## src/rtl/hex_mux_scan_pkg.sv

```systemverilog
// ---------------------------------------------------------------------------
// hex_mux_scan_pkg
// Shared definitions for the multiplexed seven-segment scanner:
//   - SEG_BLANK / SEG_OFF  : all segments (and dp) dark, active-low
//   - SEG_TABLE            : 16-entry hex glyph table, seg[6:0] = gfedcba
//   - nibble_to_seg()      : glyph lookup for one 4-bit digit
//   - scan_phase_e         : phase of the per-slot output sequencer
// ---------------------------------------------------------------------------
package hex_mux_scan_pkg;

  localparam logic [7:0] SEG_BLANK = 8'hFF;
  localparam logic [6:0] SEG_OFF   = 7'h7F;

  // Active-low glyphs for 0..9, A, b, C, d, E, F.
  localparam logic [6:0] SEG_TABLE [16] = '{
    7'h40, 7'h79, 7'h24, 7'h30,
    7'h19, 7'h12, 7'h02, 7'h78,
    7'h00, 7'h10, 7'h08, 7'h03,
    7'h46, 7'h21, 7'h06, 7'h0E
  };

  // Output sequencer phase: dark until the first slot tick after reset,
  // one gap cycle after every tick, then the digit is shown for the rest
  // of the slot.
  typedef enum logic [1:0] {
    PH_DARK = 2'd0,
    PH_GAP  = 2'd1,
    PH_SHOW = 2'd2
  } scan_phase_e;

  function automatic logic [6:0] nibble_to_seg(input logic [3:0] nib);
    return SEG_TABLE[nib];
  endfunction

endpackage

```

## src/rtl/hex_mux_scan_sync.sv

```systemverilog
// ---------------------------------------------------------------------------
// hex_mux_scan_sync
// Two-flop synchroniser for a slow asynchronous bus (switch inputs).
// Ports:
//   clk    : system clock
//   rst_n  : asynchronous active-low reset, clears both stages
//   d_in   : asynchronous input bus
//   q_out  : synchronised bus, two clk cycles of latency
// ---------------------------------------------------------------------------
module hex_mux_scan_sync #(
  parameter int WIDTH = 1
) (
  input  logic             clk,
  input  logic             rst_n,
  input  logic [WIDTH-1:0] d_in,
  output logic [WIDTH-1:0] q_out
);

  logic [WIDTH-1:0] meta_q;
  logic [WIDTH-1:0] sync_q;

  always_ff @(posedge clk or negedge rst_n) begin
    if (!rst_n) begin
      meta_q <= '0;
      sync_q <= '0;
    end else begin
      meta_q <= d_in;
      sync_q <= meta_q;
    end
  end

  assign q_out = sync_q;

endmodule

```

## src/rtl/hex_mux_scan.sv

```systemverilog
// ---------------------------------------------------------------------------
// hex_mux_scan
// Selects one of CH_NUM hex channels, snapshots it once per display frame
// and scans it onto a multiplexed common-anode seven-segment display.
// Ports:
//   clk, rst_n  : system clock, asynchronous active-low reset
//   sel         : channel select from switches (asynchronous, synchronised)
//   ch_data     : channel c digit d nibble at [(c*DIGITS+d)*4 +: 4]
//   ch_valid    : per-channel valid; invalid channels are not snapshotted
//   blank_zero  : suppress leading zero digits (digit 0 always shown)
//   dp_mask     : per-digit decimal point enable, active-high
//   seg         : active-low segments, [6:0]=gfedcba, [7]=dp (registered)
//   dig_en      : active-low digit enables, at most one low (registered)
//   mux_out     : frame snapshot of the selected channel
//   sel_err     : synchronised select was out of range at last frame tick
// ---------------------------------------------------------------------------
module hex_mux_scan
  import hex_mux_scan_pkg::*;
#(
  parameter int CH_NUM   = 4,
  parameter int DIGITS   = 4,
  parameter int SCAN_DIV = 50000
) (
  input  logic                         clk,
  input  logic                         rst_n,
  input  logic [$clog2(CH_NUM)-1:0]    sel,
  input  logic [CH_NUM*DIGITS*4-1:0]   ch_data,
  input  logic [CH_NUM-1:0]            ch_valid,
  input  logic                         blank_zero,
  input  logic [DIGITS-1:0]            dp_mask,
  output logic [7:0]                   seg,
  output logic [DIGITS-1:0]            dig_en,
  output logic [DIGITS*4-1:0]          mux_out,
  output logic                         sel_err
);

  localparam int SEL_W   = $clog2(CH_NUM);
  localparam int PRESC_W = $clog2(SCAN_DIV);
  localparam int IDX_W   = (DIGITS > 1) ? $clog2(DIGITS) : 1;
  localparam int WORD_W  = DIGITS * 4;

  localparam logic [PRESC_W-1:0] PRESC_MAX = PRESC_W'(SCAN_DIV - 1);
  localparam logic [IDX_W-1:0]   IDX_LAST  = IDX_W'(DIGITS - 1);
  localparam logic [SEL_W:0]     CH_LIMIT  = (SEL_W + 1)'(CH_NUM);

  // Synchronised select
  logic [SEL_W-1:0] sel_s;

  hex_mux_scan_sync #(
    .WIDTH (SEL_W)
  ) u_sel_sync (
    .clk   (clk),
    .rst_n (rst_n),
    .d_in  (sel),
    .q_out (sel_s)
  );

  // State
  logic [PRESC_W-1:0] presc_q,  presc_d;
  logic [IDX_W-1:0]   idx_q,    idx_d;
  logic [WORD_W-1:0]  mux_q,    mux_d;
  logic               sel_err_q, sel_err_d;
  logic [7:0]         seg_q,    seg_d;
  logic [DIGITS-1:0]  dig_en_q, dig_en_d;
  scan_phase_e        phase_q,  phase_d;

  // Combinational helpers
  logic               tick;
  logic               frame_tick;
  logic               sel_ok;
  logic [WORD_W-1:0]  chan_word;
  logic               chan_valid;
  logic [DIGITS-1:0]  lz_blank;
  logic               higher_zero;
  logic [3:0]         cur_nib;
  logic               cur_dp;
  logic               cur_lz;
  logic [DIGITS-1:0]  cur_dig_en;

  // Slot/frame timing: a tick on the prescaler wrap cycle, and the frame
  // tick is the slot tick that brings the digit index back to 0.
  always_comb begin
    tick       = (presc_q == PRESC_MAX);
    frame_tick = tick && (idx_q == IDX_LAST);
  end

  // Channel selection. Matching by loop keeps an out-of-range select from
  // indexing past ch_data / ch_valid; it simply matches nothing.
  always_comb begin
    sel_ok     = ({1'b0, sel_s} < CH_LIMIT);
    chan_word  = '0;
    chan_valid = 1'b0;
    for (int c = 0; c < CH_NUM; c++) begin
      if (sel_s == SEL_W'(c)) begin
        chan_word  = ch_data[c*WORD_W +: WORD_W];
        chan_valid = ch_valid[c];
      end
    end
  end

  // Leading-zero map: a digit is suppressible when it and every higher
  // digit of the snapshot are zero; digit 0 is never suppressed.
  always_comb begin
    lz_blank    = '0;
    higher_zero = 1'b1;
    for (int d = DIGITS - 1; d >= 0; d--) begin
      higher_zero = higher_zero && (mux_q[d*4 +: 4] == 4'h0);
      lz_blank[d] = blank_zero && higher_zero && (d != 0);
    end
  end

  // Attributes of the digit at the current scan index.
  always_comb begin
    cur_nib    = 4'h0;
    cur_dp     = 1'b0;
    cur_lz     = 1'b0;
    cur_dig_en = '1;
    for (int d = 0; d < DIGITS; d++) begin
      if (idx_q == IDX_W'(d)) begin
        cur_nib       = mux_q[d*4 +: 4];
        cur_dp        = dp_mask[d];
        cur_lz        = lz_blank[d];
        cur_dig_en[d] = 1'b0;
      end
    end
  end

  // Prescaler, scan index, frame snapshot and select error.
  always_comb begin
    presc_d   = presc_q + PRESC_W'(1);
    idx_d     = idx_q;
    mux_d     = mux_q;
    sel_err_d = sel_err_q;
    if (tick) begin
      presc_d = '0;
      idx_d   = (idx_q == IDX_LAST) ? '0 : idx_q + IDX_W'(1);
    end
    if (frame_tick) begin
      sel_err_d = !sel_ok;
      if (sel_ok && chan_valid) begin
        mux_d = chan_word;
      end
    end
  end

  // Output sequencer next state.
  always_comb begin
    phase_d = phase_q;
    if (tick) begin
      phase_d = PH_GAP;
    end else if (phase_q == PH_GAP) begin
      phase_d = PH_SHOW;
    end
  end

  // Output drive. The display word is computed once, on the cycle after
  // the gap, and then held for the whole slot so that input changes inside
  // a slot can never glitch the segments; dp_mask and blank_zero therefore
  // land at the next slot.
  always_comb begin
    seg_d    = seg_q;
    dig_en_d = dig_en_q;
    if (tick) begin
      seg_d    = SEG_BLANK;
      dig_en_d = '1;
    end else if (phase_q == PH_GAP) begin
      dig_en_d = cur_dig_en;
      if (sel_err_q) begin
        seg_d = SEG_BLANK;
      end else if (cur_lz) begin
        seg_d = {~cur_dp, SEG_OFF};
      end else begin
        seg_d = {~cur_dp, nibble_to_seg(cur_nib)};
      end
    end
  end

  // State registers; reset drops any partially built frame immediately.
  always_ff @(posedge clk or negedge rst_n) begin
    if (!rst_n) begin
      presc_q   <= '0;
      idx_q     <= '0;
      mux_q     <= '0;
      sel_err_q <= 1'b0;
      seg_q     <= SEG_BLANK;
      dig_en_q  <= '1;
      phase_q   <= PH_DARK;
    end else begin
      presc_q   <= presc_d;
      idx_q     <= idx_d;
      mux_q     <= mux_d;
      sel_err_q <= sel_err_d;
      seg_q     <= seg_d;
      dig_en_q  <= dig_en_d;
      phase_q   <= phase_d;
    end
  end

  assign seg     = seg_q;
  assign dig_en  = dig_en_q;
  assign mux_out = mux_q;
  assign sel_err = sel_err_q;

endmodule

```

## config.mk

```make
export PLATFORM = sky130hd
export DESIGN_NAME = hex_mux_scan
export DESIGN_NICKNAME = d
export VERILOG_FILES = /design/src/rtl/hex_mux_scan_pkg.sv /design/src/rtl/hex_mux_scan_sync.sv /design/src/rtl/hex_mux_scan.sv
export SDC_FILE = /design/constraint.sdc
export NUM_CORES = 1
export LEC_CHECK = 0
export CAP_MARGIN = 25
export CORE_MARGIN = 8
export CORE_UTILIZATION = 42
export CTS_BUF_LIST = sky130_fd_sc_hd__clkbuf_2 sky130_fd_sc_hd__clkbuf_4 sky130_fd_sc_hd__clkbuf_8
export DETAILED_ROUTE_END_ITERATION = 8
export HOLD_SLACK_MARGIN = 0.05
export PLACE_DENSITY = 0.74
export SKIP_CTS_REPAIR_TIMING = 1
export SLEW_MARGIN = 25
export SYNTH_ARGS = -nofsm -noshare
export SYNTH_HDL_FRONTEND = slang
export SYNTH_HIERARCHICAL = 1
export SYNTH_SLANG_ARGS = --single-unit
```

## constraint.sdc

```tcl
create_clock -name clk -period 5.09 [get_ports clk]
set_input_delay 1.018 -clock clk [delete_from_list [all_inputs] [get_ports clk]]
set_output_delay 1.018 -clock clk [all_outputs]
set_load 0.005 [all_outputs]
```

### After elaboration in Yosys (flattened, before gate mapping)

Memory sizes are Yosys's and may differ from the RTL's.
Index checks and enable logic that the tools add are counted.

* register bits: 52
* bits in read-only memories: 112
* bits of input ports: 77
* output and inout bits: 29
* logic and storage cells: 69
* memories: 1

Memories
* (no name shown): depth 16, bits a word 7, read ports 1, clocked after memory_dff 0, wr ports 0, line hex_mux_scan_pkg.sv:32 `return SEG_TABLE[nib];`

* $add $sub $neg: 2
* magnitude comparators: 1
* equal/unequal tests: 8
* mux-type cells: 34
* bitwise operators: 2
* reductions and logical operators: 13

Operators with widths (number)
* two-way mux 16 bit: 5
* two-way mux 4 bit: 6
* two-way mux 7 bit: 3
* adder 16 x 1 -> 16 bit, second input constant: 1
* == test 16 bit, second input constant: 1
* two-way mux 8 bit: 2
* two-way mux 1 bit: 15
* zero test 4 bit: 3
* == test 2 bit, second input constant: 4
* == test 2 x 1 -> 1 bit, second input constant: 3
* logical AND 1 bit: 6
* two-way mux 2 bit: 3
* >= comparator 5 bit, second input constant: 1
* inverter 4 -> 5 bit: 1
* zero test 2 bit: 2
* adder 2 x 1 -> 2 bit, second input constant: 1
* AND reduction 2 bit: 1
* nonzero test 2 bit: 1
* inverter 1 bit: 1

### Logic depth before layout (Yosys ltp)

Gate-level depths: netlist of the first run.

* depth in word-level cells: 12
* depth in mapped cells: 11
* gate-level depth less buffers: 10

### Modules after synthesis

The synthesis of the first run kept the hierarchy.

By module, submodules not included
* hex_mux_scan: instances 1, cells an instance 256, area each 3085.5 sq um, seq. area each 1216.2 sq um
* hex_mux_scan_sync: instances 1, cells an instance 4, area each 100.1 sq um, seq. area each 100.1 sq um

### Worst setup path after synthesis of the first run

Ideal clock, no wire load.

* kind: reg-to-reg
* start point: register idx_q[0]
* end point: register seg_q[0], in the netlist seg[0]
* library setup time: 83 ps
* arrival time: 2165 ps
* required time: 5007 ps
* slack: 2841 ps
* cell stages (with the launch flop): 11
* buffers on the path: 2
* clock period less this slack: 2249 ps
* path through: dfrtp_1 > ha_1 > buf_6 > buf_2 > a211oi_1 > a211o_1 > inv_1 > ha_1 > or3b_1 > a21oi_1 > nor3_1

* word-level cells in the longest chain between the ends: 12
* elaborated cells between the ends (all ways): 18
* classes of those cells: eq/ne: 3; mux: 12; bitwise: 1; reduce/logical: 1; memory: 1

Ends and longest elaborated chain
* start: declaration: line hex_mux_scan.sv:60 `logic [IDX_W-1:0] idx_q, idx_d;`
* start signal: assignment: line hex_mux_scan.sv:190 `idx_q <= idx_d;`
* zero test 2 bit: line hex_mux_scan.sv:119 `if (idx_q == IDX_W'(d)) begin`
* two-way mux 4 bit (4 in a row): line hex_mux_scan.sv:119
* inverter 4 -> 5 bit (not written as such): line hex_mux_scan_pkg.sv:32
* memory (16 x 7 bit)
* two-way mux 7 bit (not written as such) (2 in a row): line hex_mux_scan_pkg.sv:32
* two-way mux 7 bit *: line hex_mux_scan.sv:170 `end else if (cur_lz) begin`
* two-way mux 8 bit *: line hex_mux_scan.sv:166 `end else if (phase_q == PH_GAP) begin`
* two-way mux 8 bit *: line hex_mux_scan.sv:163 `if (tick) begin`
* end signal: assignment: line hex_mux_scan.sv:193 `seg_q <= seg_d;`
* end: declaration: line hex_mux_scan.sv:63 `logic [7:0] seg_q, seg_d;`

Mark *: on every way between the ends. The rest lies on a longest branch, timed or not. The select of a mux whose other input is x is not followed.
A chain may end at the register's enable or synchronous reset.

### Final worst setup path of the first run

Same ends and word-level chain as after synthesis.

==> impl_results.md, run 1 <==
* DRC viols at 0
* Most heavily used metal layer in global routing: met2
* Clk_lat worst skew at roughly 310 ps
* Post-synth top flop: dfrtp_1
* Cells after DPL at 450
* I/O pin total at between 100 and 150
* Initial Utilization at a little over two fifths
* Mapped cell area at between 3000 and 4000 um2
* Slew HR at between 50% and 60%
* Reg2reg start: idx_q[0]$_DFFE_PN0P_
* H-tree depth at 2
* Antenna diode count at 0
* Worst slew pin tran at between 700 and 800 ps
* Nets@finish at approximately 450
* Period utilization at ~50%
* Layout cells sized above 1 at 18.4%
* Die span in x at approximately 100 um
* WHS Endpoint: u_sel_sync/q_out[1]$_DFF_PN0_
* CP Data Arrival Time at about 2800 ps
* Final worst setup slack at ~2500 ps
* Longest Clk Path Bufs at 2
* Design Area, Final at 4370 um2
* Die Area at between 10000 and 15000 um2
* Outcome: complete, no violations
* Top post-synthesis cells by area: dfrtp_1, mux4_2, dfstp_2
* RSZ-0062 raised after global routing: false
* Die Ht at between 100 and 150 um
* Worst Path Max Fanout at 17
* Pre-antenna DRT Iters at 4
* Hold path start: u_sel_sync/meta_q[1]$_DFF_PN0_
* Detail Placement HPWL at approximately 6.1 mm
* Hold path cells at 0
* Syn Area/Cell at around 12 um2
* Area grow syn2layout at 37.2%
* 1st-iter DRT viols at 55
* Post-synth top area cell: dfrtp_1
* Final Critical Period at 2550 ps
* Wire length of the first global-routing pass at 13.1 mm
* GRT Overall Usage at about 16%
* Synth Register Bits at 52
* Pin count of the biggest net entering global routing at 53
* Met3 usage at 6.62%
* Slew Viols, Final at 0
* Number of flops mapped to enable cells by yosys at 0
* Worst reg2reg path endpoint: seg[0]$_DFFE_PN1P_
* Num rows at 31
* Placed Instance Area at 4250 um2
* Final Hold Fails at 0
* CTS root buffer: clkbuf_8
* WS Path Type: reg2reg
* Post-Syn Nets at about 350
* Maximum VDD drop at between 0.1 and 0.15 mV
* Register area share after synthesis at a little over 40%
* Initial antenna violation count at 0
* Ys async rst share at 100%
* Cell count after synthesis at 260
* PortBufs at between 100 and 150
* Worst EP required at between 5000 and 6000 ps
* Leak at about 1.8 nW
* Finished Layout Cells at 458
* CTS Sinks at between 50 and 60
* Met1 Track Usage GR at a little under a fifth
* Most common cell in the netlist: dfrtp_1
* Yosys top cell area share at a little under a third
* CTS clock-pin slew for the worst setup and hold paths at 100 ps
* Maxcap violations at 0
* M2 GR Usage at around 26%
* Core ar. at around 7300 um2
* Pre-CTS WS at around 2400 ps
* Final wirelength at approximately 7.7 mm
* CTS tree: yes
* GRT Residual Overflow at 0
* Max Clk Rate at 392 MHz
* Antenna Violating Nets Remaining at 0
* Power per cell area at between 150 and 200 nW/um2
* Hold crit path type: reg2reg
* Routability cong. at ~0.76
* Drt wl/cell at 16.8 um
* Worst setup SP type: flip-flop
* Final setup vio count at 0
* R2R setup slack at about 2500 ps
* Synthesis Warnings at 6
* Worst setup EP type: flip-flop
* Number of global-route vias before repair at roughly 2.7k
* Setup TNS at 0 ps
* Routed vias/inst at between 5 and 6
* Commonest cells post-synth: dfrtp_1, nand2_1, mux4_2, nor2_1
* DR vias at approximately 2.5k
* Post-synth cell types at 54
* Pwr Total at between 0.8 and 0.9 mW
* Final Skew at between 10 and 15 ps
* Reg2Reg Depth at 8
* CTS Buf Count at 5
[cells in the final DEF (no fill, tap or decap), drive strengths merged, types with 2 or more instances in the layout]
| cell type | count |
|---|---|
| clkdlybuf4s50 | 103 |
| dfrtp | 40 |
| nand2 | 19 |
| nor2 | 18 |
| mux4 | 17 |
| mux2 | 17 |
| ha | 12 |
| dfstp | 12 |
| xor2 | 9 |
| nor2b | 8 |
| and4 | 6 |
| o21ai | 6 |
| o211ai | 6 |
| a21oi | 6 |
| inv | 6 |
| nand3b | 5 |
| xnor2 | 5 |
| clkbuf | 5 |
| nand3 | 5 |
| and3 | 4 |
| o32a | 4 |
| nor3b | 4 |
| nor4 | 3 |
| nor3 | 3 |
| mux2i | 3 |
| nand4 | 3 |
| a211oi | 2 |
| a211o | 2 |
| and4bb | 2 |
| and2 | 2 |
| a311oi | 2 |
| or3b | 2 |
| nand2b | 2 |
| a21boi | 2 |
| buf | 2 |
[kinds of logic after synthesis]
group | synth area share [%]
multiplexers | 20.1
AND/OR/NAND/NOR | 17.0
adder cells (fa/ha/maj) | 4.71
XOR/XNOR | 3.85
AO/OA/AOI/OAI | 9.15
other | 0.118
flip-flops | 41.3
buffers and inverters | 3.69
[worst max-delay path: stages (launching register included)]
cell and delay (ps):
dfrtp_1 400, ha_1 620, nor2b_1 220, a211o_1 250
inv_1 130, ha_1 260, or3b_1 380, a21oi_1 150
nor3_1 60
[power by group]
| group | internal [mW] | switching (mW) |
|---|---|---|
| registers | 0.415 | 0.00619 |
| logic | 0.0722 | 0.0207 |
| clock network | 0.148 | 0.142 |
| total | 0.635 | 0.169 |
[flip-flops by register name (all words and copies together), names as in the netlist]
| register | flops |
|---|---|
| mux_out | 16 |
| seg | 8 |
| u_sel_sync/q_out | 2 |
| phase_q | 2 |
| u_sel_sync/meta_q | 2 |
| idx_q | 2 |
| dig_en | 4 |
| presc_q | 16 |
[through the flow]
stage               utilization [%]  hold WS [ps]
finish                         59.9           361
global route                   59.9           377
CTS                            59.9           363
detailed placement             58.3           336
global placement               58.3           334
floorplan                         -           331
[layer usage]
metal  vias to the layer above  part of all wire [%]
met5                         -                     0
li1                       1157                     -
met3                         4                    10
met4                         0                  0.88
met1                      1198                    41
met2                        94                    48
[cell type report]
| class | count | area (um2) |
|---|---|---|
| flip-flops and latches | 52 | 1320 |
| repair buffers | 105 | 1040 |
| fillers | 625 | 2920 |
| well taps | 99 | 124 |
| multi-input cells | 189 | 1750 |
| clock inverters | 3 | 46.3 |
| inverters | 5 | 18.8 |
| clock buffers | 5 | 68.8 |
[worst max path at each step]
| stage | cells after the start | start | endpoint |
|---|---|---|---|
| 4_1_cts | 8 | idx_q[0]$_DFFE_PN0P_ | seg[0]$_DFFE_PN1P_ |
| 3_5_place_dp | 4 | ch_valid[0] | mux_out[5]$_DFFE_PN0P_ |
| 5_1_grt | 8 | idx_q[0]$_DFFE_PN0P_ | seg[0]$_DFFE_PN1P_ |
| 6_report | 8 | idx_q[0]$_DFFE_PN0P_ | seg[0]$_DFFE_PN1P_ |
| 3_3_place_gp | 4 | ch_valid[0] | mux_out[4]$_DFFE_PN0P_ |
| 2_1_floorplan | 10 | idx_q[0]$_DFFE_PN0P_ | seg[0]$_DFFE_PN1P_ |
No activity file was read; power rests on OpenSTA's default activity.
==> run 2, diff against run 1 <==
Settings changed: PLACE_DENSITY 0.74 to 0.77.
Clock period 5.09 ns to 2.3 ns, I/O delays scaled along.
==> run 2 against run 1 <==
Utilization rose by 4.0 points. Cell count rose by 6.3%. Non-clock buffer count rose by 28. Global-route usage rose by 0.95 points. Worst hold slack got worse by 270 ps.
==> impl_results.md, run 2 (same netlist as run 1, synthesis figures left out) <==
* Final Hold Fails at 0 (unchanged)
* Reg2reg start: idx_q[0]$_DFFE_PN0P_ (unchanged)
* Maximum VDD drop at 0.271 mV (was 0.111 mV)
* CP max stage cell: dfrtp_2 (was ha_1)
* Antenna Violating Nets Remaining at 0 (unchanged)
* Layout Utilization at 64.0% (was 59.9%)
* GRT Overall Usage at 16.7% (was 15.8%)
* CTS Sinks at 52 (unchanged)
* Leak at 1.97 nW (was 1.83 nW)
* Routed vias/inst at 5.44 (was 5.36)
* Power per cell area at 362 nW/um2 (was 184 nW/um2)
* Worst slew pin tran at 518 ps (was 709 ps)
* Crit path cell chain: inv_4 > ha_4 > nand3b_1 > a211o_1 > buf_4 > ha_1 > or2_2 > a21o_1 > a32oi_1 (was ha_1 > nor2b_1 > a211o_1 > inv_1 > ha_1 > or3b_1 > a21oi_1 > nor3_1)
* Nets@finish at 476 (was 447)
* DRC viols at 0 (unchanged)
* Detail Placement HPWL at 6.69 mm (was 6.10 mm)
* CTS tree: yes (unchanged)
* Die Ht at 103 um (unchanged)
* Pre-CTS WS at -42.9 ps (was 2380 ps)
* DR vias at 2649 (was 2453)
* Worst hold margin at 90.0 ps (was 361 ps)
* Wire length of the first global-routing pass at 13.7 mm (was 13.1 mm)
* GRT Residual Overflow at 0 (unchanged)
* Worst EP required at 2540 ps (was 5330 ps)
* R2R setup slack at 50 ps (was 2540 ps)
* Initial Utilization at 43.7% (unchanged)
* Worst setup SP type: flip-flop (unchanged)
* Antenna diode count at 0 (unchanged)
* Final wirelength at 8.70 mm (was 7.69 mm)
* Final worst setup slack at 51.0 ps (was 2540 ps)
* Period utilization at 97.8% (was 50.1%)
* I/O pin total at 106 (unchanged)
* Longest Clk Path Bufs at 2 (unchanged)
* CTS Buf Count at 5 (unchanged)
* PortBufs at 104 (unchanged)
* CTS clock-pin slew for the worst setup and hold paths at 90 ps (was 100 ps)
* Worst Path Max Fanout at 6 (was 17)
* Area grow syn2layout at 46.4% (was 37.2%)
* Design Area, Final at 4660 um2 (was 4370 um2)
* Placed Instance Area at 4350 um2 (was 4250 um2)
* Maxcap violations at 0 (unchanged)
* 1st-iter DRT viols at 69 (was 55)
* WS Path Type: reg2reg (unchanged)
* CTS root buffer: clkbuf_8 (unchanged)
* Die Area at 10600 um2 (unchanged)
* Initial antenna violation count at 0 (unchanged)
* Die span in x at 103 um (unchanged)
* Pre-antenna DRT Iters at 4 (unchanged)
* Final setup vio count at 0 (unchanged)
* H-tree depth at 2 (unchanged)
* Max Clk Rate at 445 MHz (was 392 MHz)
* Final Skew at 10.1 ps (was 11.0 ps)
* Most frequent cells in the layout: clkdlybuf4s50_1, dfrtp_1, buf_4 (was clkdlybuf4s50_1, dfrtp_1, nand2_1)
* Drt wl/cell at 17.9 um (was 16.8 um)
* Reg2Reg Depth at 9 (was 8)
* CP Data Arrival Time at 2490 ps (was 2790 ps)
* Core ar. at 7290 um2 (unchanged)
* Num rows at 31 (unchanged)
* Slew Viols, Final at 0 (unchanged)
* Slowest Stage Delay on Critical Path at 480 ps (was 620 ps)
* Number of global-route vias before repair at 2744 (was 2695)
* Pin count of the biggest net entering global routing at 21 (was 53)
* Worst reg2reg path endpoint: seg[5]$_DFFE_PN1P_ (was seg[0]$_DFFE_PN1P_)
* Hold crit path type: in2async (was reg2reg)
* Routability cong. at 0.848 (was 0.756)
* Clk_lat worst skew at 310 ps (about the same)
* Slew HR at 65.3% (was 52.7%)
* Outcome: complete, no violations (unchanged)
* Setup TNS at 0 ps (unchanged)
* Commonest non-fill, non-tap cell in the layout: clkdlybuf4s50_1 (unchanged)
* Final Critical Period at 2250 ps (was 2550 ps)
* Layout cells sized above 1 at 27.6% (was 18.4%)
* Worst setup EP type: flip-flop (unchanged)
==> run 2: changes by cell type in the layout (fill, tap and decap cells not counted), moves of 2 or more <==
cell | before | now
ha_1 | 12 | 7
nor3b_1 | 3 | 1
ha_4 | 0 | 4
buf_4 | 1 | 26
nor3b_2 | 1 | 3
buf_6 | 0 | 2
inv_1 | 5 | 3
==> run 2: how the worst max path moves through the flow <==
stage                               startpoint                 end  slack [ps]  depth (start not counted)
after floorplan           idx_q[0]$_DFFE_PN0P_  seg[0]$_DFFE_PN1P_          50                         10
after global placement    idx_q[0]$_DFFE_PN0P_  seg[0]$_DFFE_PN1P_          70                          9
after detailed placement  idx_q[0]$_DFFE_PN0P_  seg[0]$_DFFE_PN1P_         -40                          9
after CTS                 idx_q[0]$_DFFE_PN0P_  seg[0]$_DFFE_PN1P_         -50                          9
after global routing      idx_q[1]$_DFFE_PN0P_  seg[0]$_DFFE_PN1P_         -90                          9
final                     idx_q[0]$_DFFE_PN0P_  seg[5]$_DFFE_PN1P_          50                          9
==> run 2: per-layer routing <==
| metal | routed length (um) | share of wire [%] | vias to the layer above | global-route usage [%] |
|---|---|---|---|---|
| met2 | 4130 | 47 | 132 | 26.4 |
| met3 | 968 | 11 | 6 | 7.29 |
| met5 | 0 | 0 | - | 0 |
| met4 | 70 | 0.80 | 0 | 4.45 |
| li1 | - | - | 1225 | - |
| met1 | 3530 | 41 | 1286 | 20.3 |
==> run 2: final cells by class <==
type	instances	area [um2]
timing repair buffer	133	1260
sequential	52	1320
fill	588	2630
inverter	5	21.3
multi-input combinational	190	1850
clock inverter	2	15.0
clock buffer	6	82.6
tap	99	124
==> run 2: metrics by stage <==
stage | instances | total power [mW]
after floorplan | 260 | 1.01
after global placement | 463 | 1.16
after detailed placement | 463 | 1.16
after CTS | 471 | 1.71
after global routing | 487 | 1.76
final | 487 | 1.69
==> run 2: critical path: cells and delay by family, from the launching register on <==
kind	cells	cell delay [ps]
buf+inv	2	260
simple gates	2	380
flops	1	480
fa+ha+maj	2	350
compound gates	3	710
==> run 2: power breakdown <==
group	internal, mW	total [mW]	switching [mW]
combinational	0.163	0.222	0.0594
sequential	0.918	0.920	0.00194
clock	0.244	0.544	0.301
total	1.32	1.69	0.362
